`src/rtl/fetch_pkg.sv`:
```
// Types and constants shared by fetch, the IF/ID queue and decode.
// An entry is one fetched {pc, instruction} pair.
package fetch_pkg;

    localparam logic [31:0] NOP_INSTR = 32'h0000_0013;  // addi x0, x0, 0

    typedef struct packed {
        logic [31:0] pc;
        logic [31:0] instr;
    } fetch_entry_t;

endpackage

```
`src/rtl/if_id_queue.sv`:
```
// In-order instruction queue between fetch and decode with a first-word-fall-through head.
// Ready toward fetch depends only on occupancy, so decode stalls never create a comb path to the PC.
module if_id_queue
    import fetch_pkg::*;
#(
    parameter int DEPTH = 4
) (
    input  logic                       i_clk,
    input  logic                       i_rst,
    input  logic                       i_flush,
    input  logic                       i_fetch_valid,
    input  logic [31:0]                i_fetch_pc,
    input  logic [31:0]                i_fetch_instr,
    output logic                       o_fetch_ready,
    output logic                       o_id_valid,
    output logic [31:0]                o_id_pc,
    output logic [31:0]                o_id_instr,
    input  logic                       i_id_ready,
    output logic [$clog2(DEPTH):0]     o_count
);

    localparam int PTR_W = $clog2(DEPTH);
    localparam int CNT_W = PTR_W + 1;
    localparam logic [CNT_W-1:0] FULL_CNT = CNT_W'(DEPTH);

    fetch_entry_t mem [DEPTH];
    fetch_entry_t head;

    logic [PTR_W-1:0] wptr_reg;
    logic [PTR_W-1:0] rptr_reg;
    logic [CNT_W-1:0] count_reg;
    logic [CNT_W-1:0] count_next;
    logic             push;
    logic             pop;

    assign o_fetch_ready = (count_reg != FULL_CNT);
    assign o_id_valid    = (count_reg != '0);
    assign push          = i_fetch_valid & o_fetch_ready & ~i_flush;
    assign pop           = o_id_valid & i_id_ready & ~i_flush;
    assign o_count       = count_reg;

    always_comb begin
        count_next = count_reg;
        case ({push, pop})
            2'b10:   count_next = count_reg + 1'b1;
            2'b01:   count_next = count_reg - 1'b1;
            default: count_next = count_reg;
        endcase
    end

    always_ff @(posedge i_clk or posedge i_rst) begin
        if (i_rst) begin
            wptr_reg  <= '0;
            rptr_reg  <= '0;
            count_reg <= '0;
        end else if (i_flush) begin
            wptr_reg  <= '0;
            rptr_reg  <= '0;
            count_reg <= '0;
        end else begin
            if (push) wptr_reg <= wptr_reg + 1'b1;
            if (pop)  rptr_reg <= rptr_reg + 1'b1;
            count_reg <= count_next;
        end
    end

    // Storage is never cleared; occupancy alone decides what is live.
    always_ff @(posedge i_clk) begin
        if (push) begin
            mem[wptr_reg] <= '{pc: i_fetch_pc, instr: i_fetch_instr};
        end
    end

    assign head = mem[rptr_reg];

    // An empty queue shows a NOP bubble so a decode that ignores valid stays harmless.
    always_comb begin
        o_id_pc    = '0;
        o_id_instr = NOP_INSTR;
        if (o_id_valid) begin
            o_id_pc    = head.pc;
            o_id_instr = head.instr;
        end
    end

endmodule

```
`config.mk`:
```
export PLATFORM = sky130hd
export DESIGN_NAME = if_id_queue
export DESIGN_NICKNAME = d
export VERILOG_FILES = /design/src/rtl/fetch_pkg.sv /design/src/rtl/if_id_queue.sv
export SDC_FILE = /design/constraint.sdc
export NUM_CORES = 1
export LEC_CHECK = 0
export ABC_AREA = 1
export CORE_ASPECT_RATIO = 1.2
export CORE_MARGIN = 5
export CORE_UTILIZATION = 55
export CTS_BUF_LIST = sky130_fd_sc_hd__clkbuf_16
export CTS_CLUSTER_DIAMETER = 30
export DETAILED_ROUTE_END_ITERATION = 8
export PLACE_DENSITY = 0.86
export SYNTH_ARGS = -nofsm -noshare
export SYNTH_HDL_FRONTEND = slang
export SYNTH_SLANG_ARGS = --single-unit
```
`constraint.sdc`:
```
create_clock -name i_clk -period 5.15 [get_ports i_clk]
set_input_delay 1.03 -clock i_clk [delete_from_list [all_inputs] [get_ports i_clk]]
set_output_delay 1.03 -clock i_clk [all_outputs]
set_load 0.02 [all_outputs]
```
; ---- Yosys cells after proc, flatten, opt, wreduce, memory -nomap -nowiden
; Memories as Yosys holds them, arrays and structs flattened.
; Cells that the tools add are included.
[totals]
ramBits = 256
input_bits = 69
output_inout_bits = 69
mem_count = 1
mem_bits_ro = 0
latch_bits = 0
word_cells = 30
register_bits = 7
[classes]
n_bitwise = 5
n_lt_le_gt_ge = 0
addsub = 4
n_mux = 10
eq_ne = 3
multipliers = 0
shifts = 0
n_reduce_logical = 4
n_div = 0
[mem_list]
columns = name, depth, word_bits, read_ports, rd_ports_with_merged_regs, write_ports, line
row1 = mem, 4, 64, 1, 0, 1, if_id_queue.sv:26  ; fetch_entry_t mem [DEPTH];
[ops]
columns = cell, count
row1 = $mux W32, 2
row2 = $mux W2, 4
row3 = $pmux W3 S2, 1
row4 = $reduce_bool A3 Y1, 2
row5 = $add A2 B1 Y2 const B, 2
row6 = $and A1 B1 Y1, 4
row7 = $reduce_bool A2 Y1, 2
row8 = $add A3 B1 Y3 const B, 1
row9 = $mux W3, 1
row10 = $ne A3 B3 Y1 const B, 1
row11 = $sub A3 B1 Y3 const B, 1
row12 = $eq A2 B1 Y1 const B, 1
row13 = $eq A2 B2 Y1 const B, 1
row14 = $mux W1, 2
row15 = $not A1 Y1, 1

; ---- Logic depth before layout (Yosys ltp)
[logic_depth]
depth_word = 6
depth_mapped = 12
mapped_depth_nobuf = 12

; ---- Worst setup path after synthesis
; No wires, ideal clock.
[synth_path]
path_kind = input to register
startpoint = input port i_fetch_valid
endpoint = memory mem[0][0] (netlist bit), enable pin
t_required_ps = 4664
arrival_ps = 4026
cell_stages = 4
n_path_buf = 0
setup_ps = 486
slack_ps = 638
path_cell_list = nand2_1 nor2_1 inv_1 nor2_1
[synth_via]
elab_chain_cells = 4
[synth_lines]
columns = element, line
row1 = "start, declared", if_id_queue.sv:11  ; input logic i_fetch_valid,
row2 = $and A1 B1 Y1 (2 in series), if_id_queue.sv:38  ; assign push = i_fetch_valid & o_fetch_ready & ~i_flush;
row3 = $mux W1, if_id_queue.sv:69  ; if (push) begin
row4 = $mux W1 (implied by the code), if_id_queue.sv:70  ; mem[wptr_reg] <= '{pc: i_fetch_pc, instr: i_fetch_instr};
row5 = "end, declared", if_id_queue.sv:26
; Every way passes these cells.

; ---- Worst setup path in the final report
[layout_path]
startpoint = register rptr_reg[0]
endpoint = output port o_id_instr[27]
[layout_via]
elab_chain_cells = 2
[layout_lines]
columns = element, line
row1 = "start, declared", if_id_queue.sv:30  ; logic [PTR_W-1:0] rptr_reg;
row2 = "start signal, assigned", if_id_queue.sv:62  ; if (pop) rptr_reg <= rptr_reg + 1'b1;
row3 = $mem_v2 Z4 W64, n/a
row4 = $mux W32, if_id_queue.sv:80  ; if (o_id_valid) begin
row5 = "end, declared", if_id_queue.sv:17  ; output logic [31:0] o_id_instr,
; Every way passes these cells.

==> results.cfg <==
[layout]
diodes = 0
largest_reg_flops = 256
regMostFlops = mem
final_nets = 1032
area_growth_syn_to_layout_pct = 28.3
layout_common_cells = nor2_1 (257), edfxtp_1 (256), clkdlybuf4s50_1 (137)
drive_gt1_frac = 0.0862
final_common_cell = nor2_1
design_area_mm2 = 0.0133
nFillCells = 1226

[pwr]
switchingPower_mw = 2.38
ir_worst_vdd_mv = 0.317
switching_share = 0.321
power_density_mw_per_mm2 = 560
p_leak_nw = 4.56
p_int_mw = 5.03
total_power_mw = 7.42
p_clk_frac = 0.350
p_comb_frac = 0.304
seqPwrFrac = 0.345

[global_route]
grt_max_degree = 75
grt_antenna_before_repair = 1
grt_pass1_wl_um = 35700
grt-ovfl-total = 0
grt_pass1_vias = 6944
grt_usage = 0.210

[clock_tree]
postCtsSetupBuffers = 0
path_clk_slew_ps = 50
ctsResizeCount = 0
cts_buffers = 38
cts_tree = built
insertion_delay_ps = 510
clk_path_buf_depth = 3
cts_hold_buf = 0
clock_sinks = 263
cts-root-buf = clkbuf_16
h-tree-depth = 2

[floorplan]
start_util = 0.554
die_area_mm2 = 0.0216
die_w_um = 135
coreArea_mm2 = 0.0186
fp-row-count = 55
ios = 138
fp.dieH_um = 160

[setup_path]
critPathCaptureType = output port
worstPathArrival_ps = 3120
crit_type = register to output port
required_ps = 4120
r2r_slack_ps = 2760
cp_max_fo = 50
cp-start-kind = register

[logic_synthesis]
synthCells = 816
ys_ff_latch = 263
synthesis.area_mm2 = 0.0103
synth_top_area_frac = 0.744
syn_area_per_cell_um2 = 12.7
synth_nets = 890
yosys.area.top_type = edfxtp_1
ys_top_cells_by_area = edfxtp_1 (74%), nor2_1 (9.5%), o21ai_0 (6.0%), a21oi_1 (3.1%), dfrtp_1 (1.7%)
synth_cell_types = 21
yosysSeqAreaShare = 0.761
yosysWarnings = 0

[timing]
fin_worst_skew_ps = 9.76
holdWs_ps = 586
fin_crit_sh = 0.806
hold_violations = 0
rsz0062_at_grt = false
worst_slew_pin_slew_ps = 1030
finalMaxSlewViolations = 0
max_freq_mhz = 241
setup_tns_ps = 0
relSlewSlack = 0.313
period_minus_slack_ps = 4150
setup_viol = 0

[routing]
first_iter_violations = 472
routed_wl_um = 23000
ant_nets = 0
drt_first_pass_iters = 5
post_drt_wl_per_cell_um = 18.5
vias_per_cell = 5.50
drc = 0
num_vias = 6833

[place]
gp_congestion = 0.830
placed_area_mm2 = 0.0119
portBuffers = 137
dp_hpwl_um = 12900

[min_path]
hold_path.class = register to register

[job]
drv_cap = 0

[run_status]
status = completed
==> critical path, stage by stage, from the launching register on <==
cell and delay [ps]:
dfrtp_4 730, buf_4 530, nor2_1 140, nor2_1 100, o21ai_0 140, a21oi_1 280
clkdlybuf4s50_1 660
==> kinds of logic after synthesis <==
| group | synth area share |
|---|---|
| and+or+nand+nor | 0.105 |
| adders and majority gates | 0.00678 |
| xor gates and xnor gates | 0.000848 |
| AOI/OAI and AO/OA | 0.0968 |
| buffers and inverters | 0.0293 |
| DFF | 0.761 |
==> metrics by stage <==
stage / worst slack [ps] / utilization / instances
CTS: 1010 / 0.711 / 1242
floorplan: 638 / - / 816
global route: 854 / 0.711 / 1242
detailed placement: 1640 / 0.641 / 1174
finish: 1000 / 0.711 / 1242
global placement: 1730 / 0.641 / 1174
==> routing by layer <==
layer	track usage	wire length (µm)	vias to the layer above
li1	-	-	3179
met1	0.258	8780	3305
met2	0.366	11900	300
met3	0.0410	1630	47
met4	0.0816	676	2
met5	0	13	-
==> synth_stat cells <==
cell type / n
buf_6: 1
buf_4: 12
fa_1: 1
o21ai_0: 124
clkbuf_1: 17
dfrtp_1: 7
a21boi_0: 1
nand2_1: 22
inv_1: 13
xnor2_1: 1
edfxtp_1: 256
o21ai_1: 5
nor2_2: 2
nor2_1: 261
inv_2: 2
a21oi_1: 64
o311ai_0: 3
buf_2: 11
buf_1: 7
ha_1: 4
nand3_1: 2
==> final timing paths <==
path,cells after the start,startpoint,to
worst min register to register,2,o_count[1]$_DFFE_PP0P_,o_count[1]$_DFFE_PP0P_
worst max register to register,7,o_count[0]$_DFFE_PP0P_,mem[3][36]$_DFFE_PP_
min in group asynchronous,2,i_rst,wptr_reg[1]$_DFFE_PP0P_
worst max-delay path,6,rptr_reg[0]$_DFFE_PP0P_,o_id_instr[27]
max in group asynchronous,2,i_rst,rptr_reg[0]$_DFFE_PP0P_
worst min-delay path,2,o_count[1]$_DFFE_PP0P_,o_count[1]$_DFFE_PP0P_
==> power groups by stage <==
| stage | Clock (mW) | Sequential (mW) | Combinational [mW] |
|---|---|---|---|
| 2_1_floorplan | 0 | 2.58 | 1.27 |
| 3_3_place_gp | 0 | 2.60 | 2.21 |
| 3_5_place_dp | 0 | 2.60 | 2.25 |
| 4_1_cts | 2.63 | 2.56 | 2.27 |
| 5_1_grt | 2.72 | 2.57 | 2.43 |
| 6_report | 2.60 | 2.56 | 2.26 |
==> final cells by class <==
type	instances	area (µm²)	area share
clock buffers	38	951	0.0718
clock inverters	30	354	0.0267
inverters	15	57.6	0.00434
multi-input cells	490	2190	0.166
flip-flops and latches	263	7870	0.594
well taps	256	320	0.0242
repair buffers	150	1510	0.114
Power figures use the tool's default switching activity.
